## src/rtl/opl2_host_if_if.sv

```systemverilog
// rtl/opl2_host_if_if.sv - OPL2 host bus and register-write stream interface plus payload type
//
// Purpose: bundles the host-side bus and the opl2_reg_wr stream of opl2_host_if.
// Signals:
//   host_wr     host -> core   one-cycle write strobe
//   host_rd     host -> core   one-cycle read strobe
//   a0          host -> core   0 = address/status port, 1 = data port
//   din[7:0]    host -> core   host write data
//   dout[7:0]   core -> host   registered status byte
//   opl2_reg_wr core -> OPL2   {valid, address[7:0], data[7:0]} register-write pulse
// Modports: master (host side), slave (opl2_host_if).

package opl2_host_pkg;
  typedef struct packed {
    logic       valid;
    logic [7:0] address;
    logic [7:0] data;
  } opl2_reg_wr_t;
endpackage

interface opl2_host_if_if;
  import opl2_host_pkg::*;

  logic         host_wr;
  logic         host_rd;
  logic         a0;
  logic [7:0]   din;
  logic [7:0]   dout;
  opl2_reg_wr_t opl2_reg_wr;

  modport master (
    output host_wr, host_rd, a0, din,
    input  dout, opl2_reg_wr
  );

  modport slave (
    input  host_wr, host_rd, a0, din,
    output dout, opl2_reg_wr
  );
endinterface

```

## src/rtl/opl2_host_if.sv

```systemverilog
// rtl/opl2_host_if.sv - OPL2 host register-write front end with buffered, rate-limited drain
//
// Purpose: decodes the two-port host bus (a0 selects address/status or data),
// queues completed register writes and drains them as single-cycle
// opl2_reg_wr pulses spaced WR_SPACING clocks apart.
// Ports:
//   clk    core clock
//   reset  asynchronous active-high reset
//   bus    opl2_host_if_if.slave: host_wr, host_rd, a0, din in; dout, opl2_reg_wr out
// Parameters:
//   FIFO_DEPTH  write FIFO entries (power of two, >= 2)
//   WR_SPACING  minimum clocks between opl2_reg_wr.valid pulses (>= 2)
// Configuration macro: OPL2_HOST_WR_FIFO_EN
//   defined   -> FIFO_DEPTH-entry write FIFO
//   undefined -> single holding register (FIFO_DEPTH unused)

module opl2_host_if
  import opl2_host_pkg::*;
#(
  parameter int FIFO_DEPTH = 8,
  parameter int WR_SPACING = 32
) (
  input  logic          clk,
  input  logic          reset,
  opl2_host_if_if.slave bus
);

  if (FIFO_DEPTH < 2 || (FIFO_DEPTH & (FIFO_DEPTH - 1)) != 0) begin : g_bad_depth
    $error("opl2_host_if: FIFO_DEPTH must be a power of two >= 2");
  end
  if (WR_SPACING < 2) begin : g_bad_spacing
    $error("opl2_host_if: WR_SPACING must be >= 2");
  end

  localparam int               CNT_W    = $clog2(WR_SPACING + 1);
  localparam logic [CNT_W-1:0] GAP_LOAD = CNT_W'(WR_SPACING - 2);

  typedef enum logic [1:0] {
    S_IDLE,
    S_ISSUE,
    S_GAP
  } state_t;

  // Host strobe decode
  logic wr_addr;
  logic wr_data;
  logic rd_status;

  assign wr_addr   = bus.host_wr && !bus.a0;
  assign wr_data   = bus.host_wr &&  bus.a0;
  assign rd_status = bus.host_rd && !bus.a0;

  // Buffer status and head, common to both buffer builds
  logic       full;
  logic       empty;
  logic       push_ok;
  logic       pop;
  logic       overflow;
  logic [7:0] head_addr;
  logic [7:0] head_data;

  state_t           state_q, state_d;
  logic [CNT_W-1:0] gap_cnt_q, gap_cnt_d;
  logic [7:0]       addr_latch_q, addr_latch_d;
  logic             ovf_q, ovf_d;
  logic [7:0]       dout_q, dout_d;
  logic [7:0]       last_addr_q, last_addr_d;
  logic [7:0]       last_data_q, last_data_d;

  // The head is consumed in the one cycle the FSM spends in ISSUE.
  assign pop      = (state_q == S_ISSUE);
  assign overflow = wr_data && !push_ok;

`ifdef OPL2_HOST_WR_FIFO_EN
  localparam int IDX_W = $clog2(FIFO_DEPTH);
  localparam int PTR_W = IDX_W + 1;

  logic [PTR_W-1:0] wr_ptr_q, wr_ptr_d;
  logic [PTR_W-1:0] rd_ptr_q, rd_ptr_d;
  logic [15:0]      mem_q [FIFO_DEPTH];

  // Extra pointer MSB distinguishes full from empty when the indices match.
  assign full    = (wr_ptr_q[PTR_W-1] != rd_ptr_q[PTR_W-1]) &&
                   (wr_ptr_q[IDX_W-1:0] == rd_ptr_q[IDX_W-1:0]);
  assign empty   = (wr_ptr_q == rd_ptr_q);
  // full is taken pre-pop: a full FIFO rejects a push even while it pops.
  assign push_ok = wr_data && !full;

  assign wr_ptr_d = push_ok ? (wr_ptr_q + PTR_W'(1)) : wr_ptr_q;
  assign rd_ptr_d = pop     ? (rd_ptr_q + PTR_W'(1)) : rd_ptr_q;

  assign {head_addr, head_data} = mem_q[rd_ptr_q[IDX_W-1:0]];

  always_ff @(posedge clk or posedge reset) begin
    if (reset) begin
      wr_ptr_q <= '0;
      rd_ptr_q <= '0;
    end else begin
      wr_ptr_q <= wr_ptr_d;
      rd_ptr_q <= rd_ptr_d;
    end
  end

  // Storage needs no reset: reset empties the FIFO through the pointers.
  always_ff @(posedge clk) begin
    if (push_ok) begin
      mem_q[wr_ptr_q[IDX_W-1:0]] <= {addr_latch_q, bus.din};
    end
  end
`else
  logic        hold_valid_q, hold_valid_d;
  logic [15:0] hold_q, hold_d;

  assign full    = hold_valid_q;
  assign empty   = !hold_valid_q;
  // The register frees up in its own ISSUE cycle, so a push there is accepted.
  assign push_ok = wr_data && (!hold_valid_q || pop);

  assign {head_addr, head_data} = hold_q;

  always_comb begin
    hold_valid_d = hold_valid_q;
    hold_d       = hold_q;
    if (push_ok) begin
      hold_valid_d = 1'b1;
      hold_d       = {addr_latch_q, bus.din};
    end else if (pop) begin
      hold_valid_d = 1'b0;
    end
  end

  always_ff @(posedge clk or posedge reset) begin
    if (reset) begin
      hold_valid_q <= 1'b0;
      hold_q       <= '0;
    end else begin
      hold_valid_q <= hold_valid_d;
      hold_q       <= hold_d;
    end
  end
`endif

  // Host-side registers: address latch, sticky overflow, status byte
  always_comb begin
    addr_latch_d = addr_latch_q;
    ovf_d        = ovf_q;
    dout_d       = dout_q;

    if (wr_addr) begin
      addr_latch_d = bus.din;
    end

    // An overflow in the same cycle as a status read keeps ovf set.
    if (overflow) begin
      ovf_d = 1'b1;
    end else if (rd_status) begin
      ovf_d = 1'b0;
    end

    // Status reflects registered state from before this cycle's push/pop.
    if (bus.host_rd) begin
      dout_d = bus.a0 ? 8'h00 : {5'b00000, ovf_q, empty, full};
    end
  end

  // Drain FSM
  always_comb begin
    state_d     = state_q;
    gap_cnt_d   = gap_cnt_q;
    last_addr_d = last_addr_q;
    last_data_d = last_data_q;

    unique case (state_q)
      S_IDLE: begin
        if (!empty) begin
          state_d = S_ISSUE;
        end
      end
      S_ISSUE: begin
        last_addr_d = head_addr;
        last_data_d = head_data;
        gap_cnt_d   = GAP_LOAD;
        state_d     = S_GAP;
      end
      S_GAP: begin
        // Leaving on a count of 1 leaves room for the IDLE cycle, so
        // ISSUE + GAP cycles + IDLE add up to WR_SPACING. With a load of 0
        // one GAP cycle is still spent.
        gap_cnt_d = (gap_cnt_q == '0) ? '0 : (gap_cnt_q - CNT_W'(1));
        if (gap_cnt_q <= CNT_W'(1)) begin
          state_d = S_IDLE;
        end
      end
      default: begin
        state_d = S_IDLE;
      end
    endcase
  end

  always_ff @(posedge clk or posedge reset) begin
    if (reset) begin
      state_q      <= S_IDLE;
      gap_cnt_q    <= '0;
      addr_latch_q <= '0;
      ovf_q        <= 1'b0;
      dout_q       <= '0;
      last_addr_q  <= '0;
      last_data_q  <= '0;
    end else begin
      state_q      <= state_d;
      gap_cnt_q    <= gap_cnt_d;
      addr_latch_q <= addr_latch_d;
      ovf_q        <= ovf_d;
      dout_q       <= dout_d;
      last_addr_q  <= last_addr_d;
      last_data_q  <= last_data_d;
    end
  end

  // Outside ISSUE the address/data fields hold the last issued values.
  opl2_reg_wr_t reg_wr;

  always_comb begin
    reg_wr         = '0;
    reg_wr.valid   = pop;
    reg_wr.address = pop ? head_addr : last_addr_q;
    reg_wr.data    = pop ? head_data : last_data_q;
  end

  assign bus.opl2_reg_wr = reg_wr;
  assign bus.dout        = dout_q;

endmodule

```

## src/flat_wrapper.sv

```systemverilog
// flat-port wrapper written by rule: the top's interface ports become plain ports
module opl2_host_if_flat import opl2_host_pkg::*;
#(
  parameter int FIFO_DEPTH = 8,
  parameter int WR_SPACING = 32
)
  (clk, reset, bus_host_wr, bus_host_rd, bus_a0, bus_din, bus_dout, bus_opl2_reg_wr);
  opl2_host_if_if bus_i ();
  input  logic clk;
  input  logic reset;
  input wire logic [$bits(bus_i.host_wr)-1:0] bus_host_wr;
  input wire logic [$bits(bus_i.host_rd)-1:0] bus_host_rd;
  input wire logic [$bits(bus_i.a0)-1:0] bus_a0;
  input wire logic [$bits(bus_i.din)-1:0] bus_din;
  output wire logic [$bits(bus_i.dout)-1:0] bus_dout;
  output wire logic [$bits(bus_i.opl2_reg_wr)-1:0] bus_opl2_reg_wr;
  assign bus_i.host_wr = bus_host_wr;
  assign bus_i.host_rd = bus_host_rd;
  assign bus_i.a0 = bus_a0;
  assign bus_i.din = bus_din;
  assign bus_dout = bus_i.dout;
  assign bus_opl2_reg_wr = bus_i.opl2_reg_wr;
  opl2_host_if #(.FIFO_DEPTH(FIFO_DEPTH), .WR_SPACING(WR_SPACING)) u_core (.clk(clk), .reset(reset), .bus(bus_i));
endmodule
```

## config.mk

```make
export PLATFORM = sky130hd
export DESIGN_NAME = opl2_host_if_flat
export DESIGN_NICKNAME = d
export VERILOG_FILES = /design/src/rtl/opl2_host_if_if.sv /design/src/rtl/opl2_host_if.sv /design/src/flat_wrapper.sv
export SDC_FILE = /design/constraint.sdc
export NUM_CORES = 1
export LEC_CHECK = 0
export CORE_MARGIN = 2
export CORE_UTILIZATION = 50
export DETAILED_ROUTE_END_ITERATION = 10
export GPL_TIMING_DRIVEN = 0
export PLACE_DENSITY = 0.85
export SLEW_MARGIN = 40
export SYNTH_ARGS = -nofsm -noshare
export SYNTH_HDL_FRONTEND = slang
export SYNTH_SLANG_ARGS = --single-unit
```

## constraint.sdc

```tcl
create_clock -name clk -period 3.1 [get_ports clk]
set_input_delay 0.31 -clock clk [delete_from_list [all_inputs] [get_ports clk]]
set_output_delay 0.31 -clock clk [all_outputs]
set_load 0.01 [all_outputs]
```

==> impl_metrics.ini, run 1 <==
[timing]
hold_ws_ns = 0.267
rsz0062_at_grt = false
setup_total_negative_slack_ns = 0
min_period_ns = 2.74
finClkSkew_ns = 0.00427
finalMaxSlewViolations = 0
final-setup-viol-count = 0
fin_crit_sh = 0.884
achievable-frequency_ghz = 0.365
finalHoldViolations = 0

[finish]
final_nets = 226
drive_above_1_share = 0.332
antenna-diode-count = 0
final_standard_cell_area_without_fillers_sq_um = 2770
syn2layout_area_growth_pct = 22.3

[synth]
synth_top_area_frac = 0.585
synth_area_leaders = sky130_fd_sc_hd__dfrtp_1 (58%), sky130_fd_sc_hd__mux2_2 (21%), sky130_fd_sc_hd__ha_1 (3.3%)
mappedNetlistArea_sq_um = 2270
synth_warnings = 0
fraction_of_the_yosys_area_taken_by_sequential_cells = 0.585
syn_area_per_cell_sq_um = 13.9
netlist-cell-type-count = 32
synth_top_area_cell = sky130_fd_sc_hd__dfrtp_1
postSynthCellCount = 163
yosys_register_bits = 53

[routing]
routed-via-count = 1326
drt_iter0_markers = 43
routed_wirelength_normalized_by_instance_count_microns = 14.1
post_drt_via_cell_ratio = 5.10
routed_wirelength_mm = 3.67
first_pass_iters = 4
detail_route.drc_violations = 0
postRouteAntennaNets = 0

[place]
placement.cell_area_sq_um = 2690
placement.io_buffers = 32
routabilityCongestion = 0.754
hpwl_after_detailed_placement_mm = 2.68

[clock_tree]
post-cts-setup-buffer-count = 0
cts_htree_levels = 2
cts_tree = done
resized_gates_after_cts = 0
clk_transition_reported_paths_ns = 0.09
cts_stage_hold_buffer_count = 0
clk-insertion-delay-late_ns = 0.29
cts-root-to-sink-buffers = 2
clock-sinks = 53
clock_tree.root_cell = sky130_fd_sc_hd__clkbuf_8
number_of_buffers_added_by_the_clock_tree_synthesis_step = 5

[die]
num_rows = 24
core_region_area_sq_um = 4350
initial_utilization = 0.521
die_width_microns = 71.4
die_height_microns = 71.4
ioPinCount = 38
dieArea_sq_um = 5090

[power_and_ir_drop]
irDropWorstVdd_mv = 0.463
power.density_nw_per_um2 = 639
leakagePower_nw = 1.27

[global_route]
grt_pass1_wl_mm = 6.58
globalRouteTotalUtil = 0.166
first_global_vias = 1375
globalRouteOverflowTotal = 0
antenna_violations_before_repair = 0
pin_count_of_the_biggest_net_entering_global_routing = 43

[worst_setup_path]
startpoint_type = flip-flop
timing.critical_path.to_type = primary output
timing.critical_path.buf_inv = 4
ff2ff_setup_slack_ns = 1.12
required_ns = 2.79
list_of_cells_traversed_by_the_critical_path = inv_1 > ha_1 > buf_2 > buf_2 > mux2_2 > clkdlybuf4s50_1
endpoint_arrival_time_on_the_critical_path_ns = 2.43
critical_path_cell_count = 6
worst_path_largest_cell_delay_ns = 0.49
path_class = flip-flop to primary output
worst_setup_path_endpoint = bus_opl2_reg_wr[8]
critical_path.reg2reg.endpoint = u_core.hold_q[10]
timing.critical_path.mode_cell = sky130_fd_sc_hd__buf_2
reg2regPathDepth = 7
ff_to_ff_start = u_core.state_q[1]
setup.worst_path.start = u_core.state_q[1]
worst-path-max-fanout = 10
crit_path_top_delay_cell = sky130_fd_sc_hd__clkdlybuf4s50_1
critical_path.top_delay_family = buffers and inverters

[outcome]
outcome = complete, no violations

[job]
max_cap_viol_count = 0

[worst_hold_path]
holdCritPathClass = input pin to async pin
## report_power, final
group	switching, mW	internal, mW	total (mW)
combinational	0.202	0.282	0.484
clock	0.203	0.157	0.360
sequential	0.0853	0.842	0.928
total	0.491	1.28	1.77
## cell type report
type                            count  area (sq um)
Buffer                             12          83.8
Clock buffer                        6          72.6
Clock inverter                      2          10.0
Fill cell                         335          1580
Inverter                           12          47.5
Multi-Input combinational cell     90           828
Sequential cell                    53          1330
Tap cell                           52          65.1
Timing Repair Buffer               33           340
## logic make-up after synthesis
group                      after synthesis  synth area share
DFF                                     53             0.585
muxes                                   44             0.218
buffers and inverters                   24            0.0568
AOI/OAI and AO/OA                       18            0.0590
and+or+nand+nor                         17            0.0469
adders and majority gates                6            0.0331
other                                    1           0.00165
## Yosys cell counts
| master | instances |
|---|---|
| sky130_fd_sc_hd__dfrtp_1 | 53 |
| sky130_fd_sc_hd__mux2_2 | 43 |
| sky130_fd_sc_hd__inv_1 | 12 |
| sky130_fd_sc_hd__buf_4 | 7 |
| sky130_fd_sc_hd__ha_1 | 6 |
| sky130_fd_sc_hd__nand2_1 | 5 |
| sky130_fd_sc_hd__buf_2 | 4 |
| sky130_fd_sc_hd__o21ai_0 | 3 |
| sky130_fd_sc_hd__o22ai_1 | 3 |
| sky130_fd_sc_hd__a22o_1 | 2 |
| sky130_fd_sc_hd__a2bb2oi_1 | 2 |
| sky130_fd_sc_hd__a31oi_1 | 2 |
| sky130_fd_sc_hd__nand3_1 | 2 |
| sky130_fd_sc_hd__a21oi_1 | 1 |
| sky130_fd_sc_hd__a221oi_2 | 1 |
| sky130_fd_sc_hd__and3_1 | 1 |
| sky130_fd_sc_hd__buf_6 | 1 |
| sky130_fd_sc_hd__conb_1 | 1 |
| sky130_fd_sc_hd__mux2i_1 | 1 |
| sky130_fd_sc_hd__nand2b_1 | 1 |
| sky130_fd_sc_hd__nor2_1 | 1 |
| sky130_fd_sc_hd__nor2_4 | 1 |
| sky130_fd_sc_hd__nor2b_1 | 1 |
| sky130_fd_sc_hd__nor2b_2 | 1 |
| sky130_fd_sc_hd__nor3_1 | 1 |
| sky130_fd_sc_hd__nor3_2 | 1 |
| sky130_fd_sc_hd__o21bai_1 | 1 |
| sky130_fd_sc_hd__o31a_1 | 1 |
| sky130_fd_sc_hd__o31ai_1 | 1 |
| sky130_fd_sc_hd__o41ai_1 | 1 |
| sky130_fd_sc_hd__or3_1 | 1 |
| sky130_fd_sc_hd__or4b_4 | 1 |
## worst reg2reg max path, cell delays in order (launching register included)
cell and delay [ns]:
sky130_fd_sc_hd__dfrtp_1 0.40, sky130_fd_sc_hd__inv_1 0.10, sky130_fd_sc_hd__ha_1 0.19, sky130_fd_sc_hd__buf_2 0.27
sky130_fd_sc_hd__nor2b_2 0.10, sky130_fd_sc_hd__nor2_4 0.25, sky130_fd_sc_hd__buf_6 0.21, sky130_fd_sc_hd__mux2_2 0.35
## layer usage
metal | GRT usage | part of all wire | vias to the layer above
met3 | 0.0380 | 0.046 | 7
met1 | 0.223 | 0.45 | 650
met5 | 0 | 0 | -
met4 | 0.0503 | 0.0093 | 0
li1 | - | - | 638
met2 | 0.273 | 0.50 | 31
## registers in the layout (all words and copies together), names as in the netlist
signal	count
u_core.last_data_q	8
u_core.last_addr_q	8
u_core.hold_q	16
u_core.gap_cnt_q	6
u_core.addr_latch_q	8
u_core.ovf_q	1
u_core.full	1
u_core.state_q	2
u_core.bus.dout	3
## how the worst min path moves through the flow
stage / depth (start not counted) / slack (ns) / end
finish: 2 / 0.27 / u_core.gap_cnt_q[3]
global route: 2 / 0.28 / u_core.gap_cnt_q[0]
global placement: 1 / 0.48 / u_core.last_addr_q[3]
CTS: 2 / 0.26 / u_core.gap_cnt_q[0]
floorplan: 1 / 0.40 / u_core.ovf_q
detailed placement: 1 / 0.48 / u_core.last_data_q[3]
## per-stage QoR
step | instances | total power, mW | setup slack, ns | util
final | 260 | 1.77 | 0.359 | 0.637
after global routing | 260 | 1.89 | 0.161 | 0.637
after CTS | 260 | 1.80 | 0.298 | 0.637
after detailed placement | 252 | 1.43 | 0.637 | 0.618
after global placement | 251 | 1.40 | 0.529 | 0.613
after floorplan | 167 | 1.24 | 1.37 | -
## cells in the final DEF, fill, tap and decap left out, types with 3 or more instances in the layout
cell type | synthesis | final
sky130_fd_sc_hd__dfrtp_1 | 53 | 53
sky130_fd_sc_hd__clkbuf_8 | 0 | 5
sky130_fd_sc_hd__o22ai_1 | 3 | 3
sky130_fd_sc_hd__inv_1 | 12 | 11
sky130_fd_sc_hd__clkdlybuf4s50_1 | 0 | 32
sky130_fd_sc_hd__buf_4 | 7 | 7
sky130_fd_sc_hd__ha_1 | 6 | 6
sky130_fd_sc_hd__conb_1 | 1 | 5
sky130_fd_sc_hd__o21ai_0 | 3 | 3
sky130_fd_sc_hd__mux2_2 | 43 | 43
sky130_fd_sc_hd__nand2_1 | 5 | 5
sky130_fd_sc_hd__buf_2 | 4 | 4
Note: power is estimated with default switching activity, not from simulation.
==> run 2, diff against run 1 <==
--- a/config.mk
+++ b/config.mk
@@ -6,10 +6,11 @@
 export NUM_CORES = 1
 export LEC_CHECK = 0
 export CORE_MARGIN = 2
-export CORE_UTILIZATION = 50
+export CORE_UTILIZATION = 52
 export DETAILED_ROUTE_END_ITERATION = 10
 export GPL_TIMING_DRIVEN = 0
-export PLACE_DENSITY = 0.85
+export HOLD_SLACK_MARGIN = 0.08
+export PLACE_DENSITY = 0.87
 export SLEW_MARGIN = 40
 export SYNTH_ARGS = -nofsm -noshare
 export SYNTH_HDL_FRONTEND = slang
==> constraint.sdc (replaced) <==
create_clock -name clk -period 3 [get_ports clk]
set_input_delay 0.3 -clock clk [delete_from_list [all_inputs] [get_ports clk]]
set_output_delay 0.3 -clock clk [all_outputs]
set_load 0.01 [all_outputs]
==> run 2 against run 1 <==
Worst hold slack got worse by 0.028 ns. Final cell count unchanged. Critical path type unchanged. Largest cell class unchanged. Clock-buffer cell count unchanged. Highest routed layer unchanged.
==> impl_metrics.ini, run 2 (same netlist as run 1, synthesis figures left out) <==
[routing]
first_pass_iters = 4
postRouteAntennaNets = 0
post_drt_via_cell_ratio = 5.12
routed_wirelength_normalized_by_instance_count_microns = 14.6
routed-via-count = 1331
detail_route.drc_violations = 0
routed_wirelength_mm = 3.79
drt_iter0_markers = 121

[worst_setup_path]
timing.critical_path.buf_inv = 4
timing.critical_path.to_type = primary output
startpoint_type = flip-flop
timing.critical_path.mode_cell = sky130_fd_sc_hd__buf_2
endpoint_arrival_time_on_the_critical_path_ns = 2.43
worst-path-max-fanout = 10
path_class = flip-flop to primary output
list_of_cells_traversed_by_the_critical_path = inv_1 > ha_1 > buf_2 > buf_2 > mux2_2 > clkdlybuf4s50_1
required_ns = 2.70
crit_path_top_delay_cell = sky130_fd_sc_hd__clkdlybuf4s50_1
critical_path.top_delay_family = buffers and inverters
worst_path_largest_cell_delay_ns = 0.48

[clock_tree]
cts_stage_hold_buffer_count = 0
clock_tree.root_cell = sky130_fd_sc_hd__clkbuf_8
cts_tree = done
number_of_buffers_added_by_the_clock_tree_synthesis_step = 5
clk_transition_reported_paths_ns = 0.09
resized_gates_after_cts = 0
cts-root-to-sink-buffers = 2
post-cts-setup-buffer-count = 0
clk-insertion-delay-late_ns = 0.31
clock-sinks = 53
cts_htree_levels = 2

[global_route]
grtUsageMet3 = 0.0418
globalRouteOverflowTotal = 0
grt_pass1_wl_mm = 6.78
met1_usage = 0.235
antenna_violations_before_repair = 0
grt_util_met2 = 0.283
globalRouteTotalUtil = 0.179
gr-max-usage-layer = met2
pin_count_of_the_biggest_net_entering_global_routing = 43
first_global_vias = 1435

[place]
routabilityCongestion = 0.759
hpwl_after_detailed_placement_mm = 2.63
detailedPlace.worstSlack_ns = 0.566
dp.cells = 252
placement.io_buffers = 32

[finish]
antenna-diode-count = 0
most-common-layout-cells = sky130_fd_sc_hd__dfrtp_1 (53), sky130_fd_sc_hd__mux2_2 (43), sky130_fd_sc_hd__clkdlybuf4s50_1 (32)
most_common_cell_after_layout_fill_and_taps_aside = sky130_fd_sc_hd__dfrtp_1
layout.filler_cells = 337
drive_above_1_share = 0.337
syn2layout_area_growth_pct = 23.9
final_nets = 226
post_layout_nonfiller_instances = 260
largest-register = u_core.hold_q
max_reg_flops = 16

[die]
initial_utilization = 0.532
num_rows = 24
die_height_microns = 70.1
ioPinCount = 38
die_width_microns = 70.1
core_region_area_sq_um = 4260
dieArea_sq_um = 4910

[timing]
hold_ws_ns = 0.238
rsz0062_at_grt = false
setup_total_negative_slack_ns = 0
min_period_ns = 2.73
fin_crit_sh = 0.909
final-setup-viol-count = 0
finalHoldViolations = 0
setup_slack_ns = 0.272
achievable-frequency_ghz = 0.367
finalMaxSlewViolations = 0
finClkSkew_ns = 0.00896

[power_and_ir_drop]
pnr_total_power_mw = 1.96
leakagePower_nw = 1.28
power.density_nw_per_um2 = 699
irDropWorstVdd_mv = 0.455

[outcome]
outcome = complete, no violations

[job]
max_cap_viol_count = 0

[worst_hold_path]
holdCritPathClass = input pin to async pin
-- run 2: cell types whose count changed in the layout (fill, tap and decap cells not counted), sizes merged --
cell and delta:
bufinv +1, clkinv -2, clkinvlp +1
-- run 2: metrics by stage --
step | util | instance area [sq um]
final | 0.659 | 2810
after CTS | 0.659 | 2810
after floorplan | - | 2280
after detailed placement | 0.631 | 2690
after global placement | 0.626 | 2670
after global routing | 0.659 | 2810
-- run 2: cell type report --
class / count / area [sq um] / area share
sequential: 53 / 1330 / 0.472
multi-input combinational: 90 / 828 / 0.295
timing repair buffer: 33 / 340 / 0.121
buffer: 12 / 83.8 / 0.0298
clock buffer: 6 / 82.6 / 0.0294
tap: 52 / 65.1 / 0.0231
inverter: 12 / 47.5 / 0.0169
clock inverter: 2 / 37.5 / 0.0134
-- run 2: per-layer routing --
metal,up-vias,wire [microns],share of wire
met5,-,0,0
met4,0,79,0.021
met3,6,135,0.036
met2,27,1850,0.49
met1,660,1730,0.46
li1,638,-,-
-- run 2: worst paths after layout --
path | start | to | slack, ns | cells past startpoint
min | reset | u_core.hold_q[1] | 0.24 | 2
max reg2reg | u_core.state_q[1] | u_core.hold_q[12] | 1.01 | 7
min reg2reg | u_core.last_data_q[4] | u_core.last_data_q[4] | 0.50 | 1
min in group clk | u_core.last_data_q[4] | u_core.last_data_q[4] | 0.50 | 1
max in group asynchronous | reset | u_core.state_q[1] | 2.32 | 3
max | u_core.state_q[1] | bus_opl2_reg_wr[6] | 0.27 | 6
-- run 2: report_power, final --
group          internal (mW)  leakage, nW  switching, mW  total [mW]
Clock                  0.271       0.0574          0.230       0.501
Combinational          0.290        0.586          0.210       0.500
Sequential             0.870        0.641         0.0928       0.963
Total                   1.43         1.28          0.532        1.96
